[config.mk]
export PLATFORM = sky130hd
export DESIGN_NAME = fb_arbiter
export DESIGN_NICKNAME = d
export VERILOG_FILES = /design/src/rtl/fb_arbiter.sv
export SDC_FILE = /design/constraint.sdc
export NUM_CORES = 1
export LEC_CHECK = 0
export BUFFER_PORTS_ARGS = -buffer_cell sky130_fd_sc_hd__buf_2
export CORE_MARGIN = 1
export CORE_UTILIZATION = 50
export DETAILED_ROUTE_END_ITERATION = 8
export PLACE_DENSITY_LB_ADDON = 0.3
export SYNTH_ARGS = -nofsm -noshare
export SYNTH_HDL_FRONTEND = slang
export SYNTH_SLANG_ARGS = --single-unit
[constraint.sdc]
create_clock -name clk_vga -period 5.41 [get_ports clk_vga]
set_clock_uncertainty 0.15 [all_clocks]
set_input_delay 0 -clock clk_vga [delete_from_list [all_inputs] [get_ports clk_vga]]
set_output_delay 0 -clock clk_vga [all_outputs]
set_load 0.02 [all_outputs]
[src/rtl/fb_arbiter.sv]
// fb_arbiter: shares the single-port 1-bpp frame-buffer RAM between the TFT
// display reader (highest priority), an internal screen-clear engine and the
// waveform plot writer.
// Optional build macro FB_WR_FIFO_EN: put a 4-entry {addr,data} FIFO in front
// of the plot write port. The range check is then applied at dequeue time.
module fb_arbiter #(
    parameter int H_RES  = 800,
    parameter int V_RES  = 480,
    parameter int ADDR_W = 19,
    parameter int RD_LAT = 1
) (
    input  logic              clk_vga,
    input  logic              rst,
    input  logic              tft_req,
    input  logic [ADDR_W-1:0] tft_addr,
    output logic              tft_data,
    output logic              tft_vld,
    input  logic              clr_start,
    output logic              clr_busy,
    input  logic              wr_valid,
    output logic              wr_ready,
    input  logic [ADDR_W-1:0] wr_addr,
    input  logic              wr_data,
    output logic              wr_drop,
    output logic [ADDR_W-1:0] ram_addr,
    output logic              ram_rden,
    output logic              ram_wren,
    output logic              ram_wdata,
    input  logic              ram_rdata
);

    localparam logic [ADDR_W-1:0] FB_PIXELS = ADDR_W'(H_RES * V_RES);
    localparam logic [ADDR_W-1:0] CLR_LAST  = FB_PIXELS - ADDR_W'(1);

    typedef enum logic {S_IDLE, S_CLEAR} state_t;

    state_t            r_state, w_state_nxt;
    logic [ADDR_W-1:0] r_clr_cnt, w_clr_cnt_nxt;
    logic [RD_LAT-1:0] r_vld_pipe;
    logic              r_tft_data, r_tft_vld;

    // A plot-write slot exists only when neither the display nor the clear
    // engine wants the RAM. clr_start also closes the slot so a clear always
    // beats a concurrent write. Reset closes it so nothing is accepted then.
    logic              w_slot;
    logic              w_pw_vld;
    logic [ADDR_W-1:0] w_pw_addr;
    logic              w_pw_data;
    logic              w_pw_oor;
    logic              w_pw_wr;

    assign w_slot = ~rst & (r_state == S_IDLE) & ~tft_req & ~clr_start;

`ifdef FB_WR_FIFO_EN
    logic [ADDR_W-1:0] r_fifo_addr [4];
    logic [3:0]        r_fifo_data;
    logic [1:0]        r_wp, r_rp;
    logic [2:0]        r_cnt;
    logic              w_push, w_pop, w_full, w_empty;

    assign w_full    = (r_cnt == 3'd4);
    assign w_empty   = (r_cnt == 3'd0);
    assign wr_ready  = ~rst & ~w_full;
    // A push landing together with clr_start is flushed along with the rest.
    assign w_push    = wr_valid & wr_ready & ~clr_start;
    assign w_pop     = w_slot & ~w_empty;
    assign w_pw_vld  = w_pop;
    assign w_pw_addr = r_fifo_addr[r_rp];
    assign w_pw_data = r_fifo_data[r_rp];

    // FIFO pointers/storage; clr_start discards everything queued.
    always_ff @(posedge clk_vga or posedge rst) begin
        if (rst) begin
            r_wp  <= '0;
            r_rp  <= '0;
            r_cnt <= '0;
            r_fifo_data <= '0;
            for (int i = 0; i < 4; i++) r_fifo_addr[i] <= '0;
        end else if (clr_start) begin
            r_wp  <= '0;
            r_rp  <= '0;
            r_cnt <= '0;
        end else begin
            if (w_push) begin
                r_fifo_addr[r_wp] <= wr_addr;
                r_fifo_data[r_wp] <= wr_data;
                r_wp <= r_wp + 2'd1;
            end
            if (w_pop) r_rp <= r_rp + 2'd1;
            r_cnt <= r_cnt + {2'b0, w_push} - {2'b0, w_pop};
        end
    end
`else
    assign wr_ready  = w_slot;
    assign w_pw_vld  = wr_valid & w_slot;
    assign w_pw_addr = wr_addr;
    assign w_pw_data = wr_data;
`endif

    assign w_pw_oor = (w_pw_addr >= FB_PIXELS);
    assign w_pw_wr  = w_pw_vld & ~w_pw_oor;
    assign wr_drop  = w_pw_vld & w_pw_oor;
    assign clr_busy = (r_state == S_CLEAR);
    assign tft_data = r_tft_data;
    assign tft_vld  = r_tft_vld;

    // FSM state and clear-address counter.
    always_ff @(posedge clk_vga or posedge rst) begin
        if (rst) begin
            r_state   <= S_IDLE;
            r_clr_cnt <= '0;
        end else begin
            r_state   <= w_state_nxt;
            r_clr_cnt <= w_clr_cnt_nxt;
        end
    end

    // Next state: the counter only advances when the clear write was really
    // issued, i.e. on cycles the display left free.
    always_comb begin
        w_state_nxt   = r_state;
        w_clr_cnt_nxt = r_clr_cnt;
        case (r_state)
            S_IDLE: begin
                if (clr_start) begin
                    w_state_nxt   = S_CLEAR;
                    w_clr_cnt_nxt = '0;
                end
            end
            S_CLEAR: begin
                if (clr_start) begin
                    w_clr_cnt_nxt = '0;
                end else if (!tft_req) begin
                    if (r_clr_cnt == CLR_LAST) w_state_nxt = S_IDLE;
                    else w_clr_cnt_nxt = r_clr_cnt + ADDR_W'(1);
                end
            end
            default: w_state_nxt = S_IDLE;
        endcase
    end

    // RAM port mux: display read, then clear write, then plot write.
    always_comb begin
        ram_addr  = '0;
        ram_rden  = 1'b0;
        ram_wren  = 1'b0;
        ram_wdata = 1'b0;
        if (tft_req) begin
            ram_addr = tft_addr;
            ram_rden = 1'b1;
        end else if (r_state == S_CLEAR) begin
            ram_addr = r_clr_cnt;
            ram_wren = 1'b1;
        end else if (w_pw_wr) begin
            ram_addr  = w_pw_addr;
            ram_wren  = 1'b1;
            ram_wdata = w_pw_data;
        end
    end

    // Read return: track rden through the RAM latency, then register the bit.
    always_ff @(posedge clk_vga or posedge rst) begin
        if (rst) begin
            r_vld_pipe <= '0;
            r_tft_vld  <= 1'b0;
            r_tft_data <= 1'b0;
        end else begin
            r_vld_pipe[0] <= ram_rden;
            for (int i = 1; i < RD_LAT; i++) r_vld_pipe[i] <= r_vld_pipe[i-1];
            r_tft_vld <= r_vld_pipe[RD_LAT-1];
            if (r_vld_pipe[RD_LAT-1]) r_tft_data <= ram_rdata;
        end
    end

endmodule

## Yosys cells after proc, flatten, opt, wreduce, memory -nomap -nowiden

Cells that the tools add are included.

| storage, ports and cells | value |
|---|---|
| input port bits | 45 |
| output and inout port bits | 27 |
| bits in registers | 23 |
| logic and storage cells | 43 |

| cells by class | value |
|---|---|
| bitwise operators | 11 |
| reductions and logical operators | 1 |
| equality and inequality tests | 4 |
| add/subtract/negate cells | 1 |
| mux-type cells | 20 |
| magnitude comparators | 1 |

Operators by type and width:

| operator | count |
|---|---|
| two-way mux 19 bit | 7 |
| case mux 19 bit (2 select lines) | 1 |
| adder 19 x 1 -> 19 bit, second input constant | 1 |
| equality test 19 bit, second input constant | 1 |
| >= comparator 19 bit, second input constant | 1 |
| two-way mux 1 bit | 11 |
| AND 1 bit | 6 |
| inequality test 3 bit, second input constant | 2 |
| NOT 1 bit | 5 |
| AND reduction 3 bit | 1 |
| inequality test 2 bit, second input constant | 1 |
| case mux 1 bit (2 select lines) | 1 |

## Depth between registers and ports, before layout

Gate-level depths: netlist (run 1).

| depth | value |
|---|---|
| word-level depth | 9 |
| depth in mapped cells | 7 |
| mapped depth without buffers | 6 |

## Worst setup path before layout (run 1)

OpenSTA, ideal clock, no wires.

| timing | value |
|---|---|
| kind | register to output |
| from | reg r_state (netlist: clr_busy) |
| to | out ram_wdata |
| arrival time | 2.120 ns |
| required time | 5.260 ns |
| slack | 3.140 ns |
| cell stages (with the launch flop) | 6 |
| path buffers | 1 |
| cells stage by stage | dfrtp_1 nor4_1 nand2_1 a21oi_1 buf_2 and3b_1 |

| on the way | value |
|---|---|
| cells in the longest elaborated chain, start to end | 9 |

Ends and longest elaborated chain:

| element | RTL line | text |
|---|---|---|
| start: declaration | 37 | `state_t r_state, w_state_nxt;` |
| start signal: assignment | 113 | `r_state <= w_state_nxt;` |
| NOT 1 bit | n/a |  |
| AND 1 bit (3 in series) | 52 | `assign w_slot = ~rst & (r_state == S_IDLE) & ~tft_req & ~clr_start;` |
| via wr_ready | 21 | `output logic wr_ready,` |
| AND 1 bit | 95 | `assign w_pw_vld = wr_valid & w_slot;` |
| AND 1 bit | 101 | `assign w_pw_wr = w_pw_vld & ~w_pw_oor;` |
| two-way mux 1 bit | 154 | `end else if (w_pw_wr) begin` |
| two-way mux 1 bit | 151 | `end else if (r_state == S_CLEAR) begin` |
| two-way mux 1 bit | 148 | `if (tft_req) begin` |
| end: declaration | 28 | `output logic ram_wdata,` |

The timed path passes the listed nets, and every way through them passes these cells.

## Worst setup path after layout (run 1)

| timing | value |
|---|---|
| from | in tft_req |
| to | reg r_clr_cnt[7] |

| on the way | value |
|---|---|
| cells in the longest elaborated chain, start to end | 2 |

Ends and longest elaborated chain:

| element | RTL line | text |
|---|---|---|
| start: declaration | 14 | `input logic tft_req,` |
| inequality test 3 bit (no source line) | n/a |  |
| AND reduction 3 bit (no source line) | n/a |  |
| end signal: assignment | 114 | `r_clr_cnt <= w_clr_cnt_nxt;` |
| end: declaration | 38 | `logic [ADDR_W-1:0] r_clr_cnt, w_clr_cnt_nxt;` |

No other way between the ends.
A chain may end at the register's enable or synchronous reset.

==> qor.csv, run 1 <==
metric,value,unit
CP Data Arrival Time,2.59,ns
count of placed standard cells including taps,267,
quantity of hold-fixing buffers added after cts,4,
area post-placement,1890,um2
LEAKAGE,1.02,nW
max-slew violation total from the final report,0,
gate family responsible for the most delay along the worst path,simple AND/OR/NAND/NOR gates,
path type of the worst setup path,in -> reg,
combined buffer and inverter count along the critical path,2,
final clock period utilization by the worst path,46.2,%
Critical Path RT,5.51,ns
number of nets in the synthesized netlist,221,
maximum number of pins on one net before global-route repair,28,
switching component of the power,0.0936,mW
number of standard cells in the final layout excluding fillers,275,
starting DRC count in detailed routing,174,
setup repair after global routing missed its margin,no,
area of the mapped netlist,1540,um2
max-cap check violation count,0,
setup TNS after final layout,0,ns
First-pass DRT Iterations,7,
violations in the final reports,DRC,
WL/cell,13.9,um
class of the tightest hold or removal check,in -> out,
number of antenna violations at the first check in global routing,0,
"Gates resized, CTS repair",0,
buffer cell driving the clock tree root,sky130_fd_sc_hd__clkbuf_4,
DRC violations left,9,
maximum fanout along the worst path,27,
CTS max path bufs,2,
H-tree depth,1,
core region area,2830,um2
site row count,19,
Syn-to-layout area delta,27.2,%
Global Route Usage Sum,23.8,%
Seq pwr share,54.2,%
Inserted Diodes,0,
total of flip-flops plus latches after synthesis,23,
post-layout min period,2.50,ns
peak supply drop,140,uV
count of filler cells inserted in the layout,235,
power per unit of standard cell area,168,nW/um2
final core utilization,69.2,%
HPWL reported at the end of detailed placement,2690,um
Die Outline Area,3300,um2
post-synthesis average cell area,8.79,um2
"Clk Latency, worst-skew pair",0.31,ns
combinational share of power,21.5,%
cell-internal power,0.235,mW
Num Clock Sinks,23,
Cells after Synth,175,
residual antenna-violating net count after detailed routing,0,
sequential cell area,576,um2
final cell area excluding filler cells,1960,um2
final RePlAce weighted congestion,0.814,
clock tree from TritonCTS,yes,
capturing element type of the critical path,flip-flop,
post-route total power,0.328,mW
routed via count,1606,
number of warnings printed during yosys synthesis,0,
number of failing setup endpoints in the final timing report,0,
global-route wire length before repair,6080,um
longest individual stage delay on the worst path,0.75,ns
number of buffer cells added on primary ports,71,
area taken by multi-input logic gates,825,um2
via/cell ratio,5.84,
Chip Width,57.5,um
switching power as a share of total power,28.5,%
outcome,"complete, but fails checks",
proportion of layout cells with a drive suffix above 1,36.1,%
aggregate routed wire length,3810,um
"most common cell after layout, fill and taps aside",sky130_fd_sc_hd__buf_2,
Synth cell types,45,
power share of the clock group,24.3,%
vias in the first global route,1342,
number of primary I/O pins,72,
post-CTS setup buffers,0,
overall overflow remaining after global route,0,
Highest Clock Rate,400,MHz
Die Span Y,57.5,um
slew margin rel.,41.4,%
sequential area share after synthesis,37.4,%
hold violation count in the final report,0,
slew at the pin with the worst max-slew slack,0.875,ns
number of clock buffers inserted by TritonCTS,3,
Initial Utilization,54.4,%
CTS clock-pin slew for the worst setup and hold paths,0.12,ns
startpoint class of the critical path,primary input,
count of nets after finishing,291,
cell chain of the critical path,dlygate4sd3_1 -> buf_2 -> nor2b_2 -> and4_1 -> o21ai_2 -> or3_2 -> a21oi_1,
critical-path cell with the highest stage delay,sky130_fd_sc_hd__nor2b_2,
"top library cells by usage in the layout, fill and taps aside","sky130_fd_sc_hd__buf_2 (71), sky130_fd_sc_hd__inv_1 (24), sky130_fd_sc_hd__dfrtp_1 (23), sky130_fd_sc_hd__nor2_1 (18), sky130_fd_sc_hd__a222oi_1 (18)",
## per-stage QoR
stage,hold slack (ns),setup WS [ns]
floorplan,-0.148,3.14
global placement,0.0835,3.05
detailed placement,0.0757,2.99
CTS,0.191,2.94
global route,0.199,2.75
finish,0.188,2.91
## power by group through the flow
stage	Combinational [mW]	Sequential, mW	Clock (mW)
floorplan	0.0381	0.182	0
detailed placement	0.0684	0.181	0
global route	0.0772	0.179	0.0893
finish	0.0707	0.178	0.0798
CTS	0.0711	0.178	0.0823
global placement	0.0683	0.181	0
## logic make-up after synthesis
kind of cell / Yosys count / synth area share (%)
AND/OR/NAND/NOR: 62 / 24.1
AO/OA/AOI/OAI: 40 / 20.2
buffers and inverters: 35 / 9.02
flip-flops: 23 / 37.4
XOR/XNOR: 10 / 5.69
multiplexers: 4 / 2.85
adder cells (fa/ha/maj): 1 / 0.813
## synth_stat cells (all sizes together)
cell | count | area share (%)
xnor2 | 7 | 4.0
o31ai | 2 | 0.98
nor2 | 19 | 4.8
mux2 | 3 | 2.2
dfrtp | 23 | 37
or4 | 2 | 1.2
a31oi | 1 | 0.41
a221oi | 1 | 0.57
or3 | 4 | 1.7
inv | 24 | 5.9
or2 | 2 | 0.81
nand2b | 1 | 0.41
ha | 1 | 0.81
nor3b | 1 | 0.49
clkbuf | 7 | 1.7
and3b | 1 | 0.57
xor2 | 3 | 1.7
o2111ai | 1 | 0.57
nor2b | 3 | 1.4
o21bai | 1 | 0.49
nand3 | 5 | 1.6
o21ai | 8 | 2.8
nand4b | 1 | 0.98
and3 | 1 | 0.41
nor3 | 4 | 1.3
mux2i | 1 | 0.65
buf | 4 | 1.5
and4b | 1 | 0.65
nor4b | 1 | 1.5
nor4 | 4 | 1.6
a21oi | 8 | 2.6
nand2 | 7 | 1.7
a222oi | 18 | 12
and4 | 2 | 1.2
nand4 | 3 | 1.6
## worst paths after layout
kind / endpoint / cells past startpoint / start / slack [ns]
max: r_clr_cnt[7] / 7 / tft_req / 2.91
min: ram_addr[18] / 4 / tft_addr[18] / 0.19
max reg2reg: r_clr_cnt[7] / 5 / clr_busy / 2.95
min reg2reg: tft_vld / 0 / r_vld_pipe / 0.26
max in group asynchronous: r_clr_cnt[1] / 3 / rst / 4.33
min in group asynchronous: r_clr_cnt[14] / 3 / rst / 0.26
## flip-flops by register name, indices dropped and copies added (netlist names)
| name | flops |
|---|---|
| tft_vld | 1 |
| r_vld_pipe | 1 |
| tft_data | 1 |
| clr_busy | 1 |
| r_clr_cnt | 19 |
## metal layers
layer / track usage, % / part of all wire (%)
met3: 2.72 / 8.1
met2: 40.0 / 46
met5: 0 / 0
met4: 6.27 / 1.1
met1: 32.5 / 45
## worst reg2reg max path: cells and delay by family, from the launching register on
family / cells / cell delay [ns]
AND/OR/NAND/NOR: 3 / 1.53
flip-flops: 1 / 0.46
AO/OA/AOI/OAI: 2 / 0.27
## area by class of cell
cell class / instances / area share (%)
Clock buffer: 4 / 1.34
Timing Repair Buffer: 76 / 20.6
Tap cell: 31 / 1.98
Multi-Input combinational cell: 117 / 42.1
Inverter: 24 / 4.60
Sequential cell: 23 / 29.4
No activity file was read; power rests on OpenSTA's default activity.
==> run 2, diff against run 1 <==
CORE_UTILIZATION = 42   (was 50)
clock period = 2 ns   (was 5.41 ns; I/O delays follow)
==> run 2 against run 1 <==
The run now ends clean. Sequential share of layout area decreased by 4.4 points. Cell area up 18%. Utilization is 1.8 points lower. Largest power group unchanged.
==> qor.csv, run 2 (synthesis gave the netlist of run 1 again) <==
metric,value,unit,change
core region area,3420,um2,+21%
First-pass DRT Iterations,6,,-1
count of placed standard cells including taps,304,,+14%
combined buffer and inverter count along the critical path,2,,unchanged
startpoint class of the critical path,flip-flop,,
max-slew violation total from the final report,0,,unchanged
LEAKAGE,1.17,nW,+14%
site row count,21,,+2
setup repair after global routing missed its margin,yes,,
Critical path destination,ram_addr[18],,
slew at the pin with the worst max-slew slack,0.407,ns,-0.467 ns
residual antenna-violating net count after detailed routing,0,,unchanged
worst-case setup margin in the final layout,0.0238,ns,-2.89 ns
class of the tightest hold or removal check,in -> reg,,
Highest Clock Rate,506,MHz,
WL/cell,14.7,um,+5.9%
via/cell ratio,5.55,,-4.9%
maximum fanout along the worst path,3,,-89%
aggregate routed wire length,4580,um,+20%
CTS clock-pin slew for the worst setup and hold paths,0.14,ns,+0.02 ns
path type of the worst setup path,reg -> out,,
CTS max path bufs,2,,unchanged
routed via count,1732,,+7.8%
global-route wire length before repair,7160,um,+18%
register containing the most flip-flops in the final layout,r_clr_cnt,,
setup TNS after final layout,0,ns,unchanged
clock tree from TritonCTS,yes,,
"top library cells by usage in the layout, fill and taps aside","sky130_fd_sc_hd__buf_2 (53), sky130_fd_sc_hd__buf_4 (26), sky130_fd_sc_hd__inv_1 (24), sky130_fd_sc_hd__dfrtp_1 (22)",,
number of failing setup endpoints in the final timing report,0,,unchanged
vias in the first global route,1554,,+16%
Syn-to-layout area delta,49.7,%,
hold violation count in the final report,0,,unchanged
Num Clock Sinks,23,,unchanged
number of clock buffers inserted by TritonCTS,3,,unchanged
endpoint of the most critical register-to-register path,r_clr_cnt[1],,
number of buffer cells added on primary ports,71,,unchanged
final clock period utilization by the worst path,98.8,%,
buffer cell driving the clock tree root,sky130_fd_sc_hd__clkbuf_4,,
Inserted Diodes,0,,unchanged
final core utilization,67.4,%,-1.8 points
"most common cell after layout, fill and taps aside",sky130_fd_sc_hd__buf_2,,
Chip Width,62.5,um,+8.8%
number of antenna violations at the first check in global routing,0,,unchanged
CP Data Arrival Time,1.83,ns,-0.76 ns
maximum number of pins on one net before global-route repair,24,,-14%
library cell appearing most often on the critical path,sky130_fd_sc_hd__buf_4,,
area post-placement,2090,um2,+11%
Die Span Y,62.5,um,+8.8%
Global Route Usage Sum,23.0,%,-0.73 points
"Clk Latency, worst-skew pair",0.32,ns,about the same
H-tree depth,1,,unchanged
reg-to-reg critical path startpoint,r_clr_cnt[13],,
number of primary I/O pins,72,,unchanged
starting DRC count in detailed routing,111,,-36%
capturing element type of the critical path,output pin,,
Worst Reg2Reg Path Length in Cells,6,,+1
R2R Setup Slk,0.04,ns,-2.91 ns
overall overflow remaining after global route,0,,unchanged
count of nets after finishing,313,,+7.6%
max-cap check violation count,0,,unchanged
Critical Path RT,1.85,ns,-3.66 ns
peak supply drop,382,uV,+170%
Initial Utilization,45.1,%,-9.3 points
longest individual stage delay on the worst path,0.46,ns,-0.29 ns
slew margin rel.,72.6,%,+31 points
Crit. path cell count,7,,unchanged
Die Outline Area,3910,um2,+18%
gate family responsible for the most delay along the worst path,flip-flops,,
number of flip-flops in the largest register,19,,unchanged
power per unit of standard cell area,411,nW/um2,+140%
cell chain of the critical path,nor4_4 -> nand2_2 -> a21oi_4 -> buf_4 -> a221oi_2 -> a21oi_1 -> buf_4,,
post-layout min period,1.98,ns,
CP startpoint,clr_busy,,
number of standard cells in the final layout excluding fillers,312,,+13%
outcome,"finished, final reports clean",,
final cell area excluding filler cells,2300,um2,+18%
proportion of layout cells with a drive suffix above 1,45.9,%,+9.8 points
critical-path cell with the highest stage delay,sky130_fd_sc_hd__dfrtp_2,,
DRC violations left,0,,-9
final RePlAce weighted congestion,0.832,,+2.2%
Place WS,0.0393,ns,-2.95 ns
HPWL reported at the end of detailed placement,3240,um,+20%
==> run 2: changes by cell type in the layout (fill, tap and decap cells not counted), sizes merged <==
cell,delta
buf,+24
dlygate4sd3,-2
clkbuf,-1
clkinv,+1
==> run 2: layout make-up <==
type,instances,area [um2]
repair buffers,98,672
clock inverters,1,5.00
well taps,46,57.6
flip-flops and latches,23,577
clock buffers,3,22.5
inverters,24,90.1
multi-input cells,117,880
fillers,281,1110
==> run 2: per-layer routing <==
layer | routed length [um] | GRT usage, % | vias up
met1 | 1960 | 31.1 | 811
li1 | - | - | 827
met3 | 349 | 3.28 | 9
met2 | 2170 | 36.7 | 85
met4 | 97 | 9.59 | 0
met5 | 0 | 0 | -
==> run 2: per-stage QoR <==
stage	hold slack, ns	power (mW)
detailed placement	-0.0593	0.695
global route	0.0268	0.981
floorplan	-0.148	0.596
global placement	-0.0609	0.693
CTS	0.0000977	0.924
finish	0.00333	0.946
==> run 2: worst min-delay path by stage <==
stage                     slack [ns]  cells after the start      start             to
final                          0.003                      3  clr_start   r_clr_cnt[5]
after global routing            0.03                      3  clr_start  r_clr_cnt[13]
after CTS                     0.0001                      3  clr_start   r_clr_cnt[5]
after detailed placement       -0.06                      3        rst       clr_busy
after global placement         -0.06                      3        rst   r_clr_cnt[2]
after floorplan                -0.15                      1        rst       clr_busy
==> run 2: what timing repair did <==
action,CTS,global route
endpoints found under the setup margin,21,28
cloned,1,0
resized for setup,5,41
hold buffers,2,0
buffers inserted,2,0
endpoints found under the hold margin,24,0
pin swaps,2,1
==> run 2: power breakdown <==
part / internal, mW / switching (mW)
clock: 0.0751 / 0.152
combinational: 0.116 / 0.125
sequential: 0.473 / 0.00449
==> run 2: tightest hold or removal path, cell delays in order <==
cell and delay [ns]:
sky130_fd_sc_hd__buf_2 0.13, sky130_fd_sc_hd__buf_4 0.26, sky130_fd_sc_hd__a21oi_1 0.06
==> run 3, diff against run 2 <==
CORE_MARGIN = default   (was 1)
REMOVE_ABC_BUFFERS = 1   (was default)
clock period = 1.6 ns   (was 2 ns; I/O delays follow)
==> run 3 against run 2 <==
The flow now finishes with violations (setup timing). Sequential cell count stayed put. Die area stayed put. Hold slack better by 0.058 ns. Critical endpoint is now ram_addr[8]. Largest cell class unchanged. Highest routed layer unchanged.
==> qor.csv, run 3 (synthesis gave the netlist of run 1 again) <==
metric,value,unit,change
violations in the final reports,setup timing,,
global-route wire length before repair,10400,um,+45%
number of antenna violations at the first check in global routing,0,,unchanged
number of flip-flops in the largest register,19,,unchanged
Die Span Y,62.5,um,unchanged
final cell area excluding filler cells,3010,um2,+31%
Syn-to-layout area delta,95.6,%,
overall overflow remaining after global route,0,,unchanged
Place WS,-0.320,ns,-0.359 ns
Inserted Diodes,0,,unchanged
class of the tightest hold or removal check,in -> reg,,
via/cell ratio,6.14,,+11%
CTS max path bufs,2,,unchanged
power per unit of standard cell area,421,nW/um2,+2.6%
proportion of layout cells with a drive suffix above 1,62.8,%,+17 points
vias in the first global route,2112,,+36%
peak supply drop,648,uV,+69%
final clock period utilization by the worst path,129,%,
outcome,"complete, but fails checks",,
count of nets after finishing,356,,+14%
First-pass DRT Iterations,5,,-1
"top library cells by usage in the layout, fill and taps aside","sky130_fd_sc_hd__buf_2 (49), sky130_fd_sc_hd__buf_4 (49), sky130_fd_sc_hd__buf_6 (38), sky130_fd_sc_hd__inv_1 (24), sky130_fd_sc_hd__dfrtp_1 (23)",,
CTS clock-pin slew for the worst setup and hold paths,0.15,ns,about the same
residual antenna-violating net count after detailed routing,0,,unchanged
startpoint class of the critical path,flip-flop,,
LEAKAGE,1.53,nW,+31%
CP Data Arrival Time,1.92,ns,+0.09 ns
Chip Width,62.5,um,unchanged
register containing the most flip-flops in the final layout,r_clr_cnt,,
WL/cell,21.9,um,+49%
post-layout min period,2.07,ns,
reg-to-reg critical path startpoint,r_clr_cnt[0],,
maximum number of pins on one net before global-route repair,24,,unchanged
endpoint of the most critical register-to-register path,r_clr_cnt[15],,
cell chain of the critical path,nor4_4 -> nand2_2 -> a21oi_4 -> buf_6 -> a222oi_1 -> inv_1 -> buf_6,,
Initial Utilization,45.1,%,unchanged
Highest Clock Rate,483,MHz,
final core utilization,88.1,%,+21 points
slew margin rel.,72.6,%,about the same
Die Outline Area,3910,um2,unchanged
number of failing setup endpoints in the final timing report,42,,+42
clock tree from TritonCTS,yes,,
hold violation count in the final report,0,,unchanged
Critical Path RT,1.45,ns,-0.40 ns
number of primary I/O pins,72,,unchanged
Num Clock Sinks,23,,unchanged
"Clk Latency, worst-skew pair",0.33,ns,about the same
R2R Setup Slk,-0.36,ns,-0.40 ns
number of buffer cells added on primary ports,71,,unchanged
max-slew violation total from the final report,0,,unchanged
critical-path cell with the highest stage delay,sky130_fd_sc_hd__dfrtp_1,,
Hold WS,0.0618,ns,+0.0585 ns
HPWL reported at the end of detailed placement,3550,um,+9.6%
CP startpoint,clr_busy,,
area post-placement,2240,um2,+7.2%
setup repair after global routing missed its margin,yes,,
maximum fanout along the worst path,6,,+3
Worst Reg2Reg Path Length in Cells,7,,+1
Critical path destination,ram_addr[8],,
max-cap check violation count,0,,unchanged
site row count,21,,unchanged
final RePlAce weighted congestion,0.831,,about the same
aggregate routed wire length,7770,um,+70%
core region area,3420,um2,unchanged
worst-case setup margin in the final layout,-0.470,ns,-0.493 ns
Global Route Usage Sum,34.0,%,+11 points
library cell appearing most often on the critical path,sky130_fd_sc_hd__buf_6,,
starting DRC count in detailed routing,228,,+110%
number of clock buffers inserted by TritonCTS,3,,unchanged
H-tree depth,1,,unchanged
longest individual stage delay on the worst path,0.45,ns,about the same
path type of the worst setup path,reg -> out,,
DRC violations left,0,,unchanged
capturing element type of the critical path,output pin,,
buffer cell driving the clock tree root,sky130_fd_sc_hd__clkbuf_4,,
slew at the pin with the worst max-slew slack,0.411,ns,+0.00378 ns
routed via count,2178,,+26%
==> run 3: through the flow <==
stage               power (mW)  std cells  setup TNS (ns)
floorplan                0.726        164          -30.19
global placement         0.868        326           -5.63
detailed placement       0.873        326           -6.76
CTS                       1.21        345          -10.69
global route              1.31        355          -16.78
finish                    1.27        355          -14.30
==> run 3: cell type report <==
type,instances,area (um2)
multi-input cells,118,1170
repair buffers,140,1090
flip-flops and latches,23,576
fillers,150,405
inverters,24,90.1
well taps,46,57.6
clock buffers,3,22.5
clock inverters,1,7.51
==> run 3: worst max-delay path: cells and delay by family (launching register included) <==
kind | cells | cell delay [ns]
buf+inv | 3 | 0.40
compound gates | 2 | 0.31
simple gates | 2 | 0.40
flops | 1 | 0.45
==> run 3: power by group <==
group	switching, mW	leakage (nW)	internal (mW)
Combinational	0.189	1.21	0.172
Sequential	0.00682	0.308	0.592
Clock	0.212	0.0139	0.0959
==> run 3: worst min path at each step <==
| stage | from | end | slack [ns] | depth (start not counted) |
|---|---|---|---|---|
| floorplan | rst | clr_busy | -0.15 | 1 |
| detailed placement | rst | r_clr_cnt[18] | -0.08 | 3 |
| finish | clr_start | r_clr_cnt[16] | 0.06 | 3 |
| global route | clr_start | r_clr_cnt[0] | 0.05 | 3 |
| global placement | rst | r_clr_cnt[18] | -0.09 | 3 |
| CTS | clr_start | r_clr_cnt[9] | 0.02 | 3 |
==> run 3: timing repair <==
action | in CTS | in global routing
buffers inserted | 10 | 10
cloned | 2 | 0
hold buffers | 3 | 0
pin swaps | 29 | 15
resized for setup | 110 | 27
hold endpoints to repair | 25 | 0
endpoints found under the setup margin | 42 | 42
==> run 3: per-layer routing <==
metal | up-vias | global-route usage (%) | share of wire, %
met5 | - | 0 | 0
met4 | 0 | 18.9 | 5.3
met3 | 43 | 3.83 | 8.3
met2 | 166 | 58.2 | 50
met1 | 1052 | 41.3 | 36
li1 | 917 | - | -
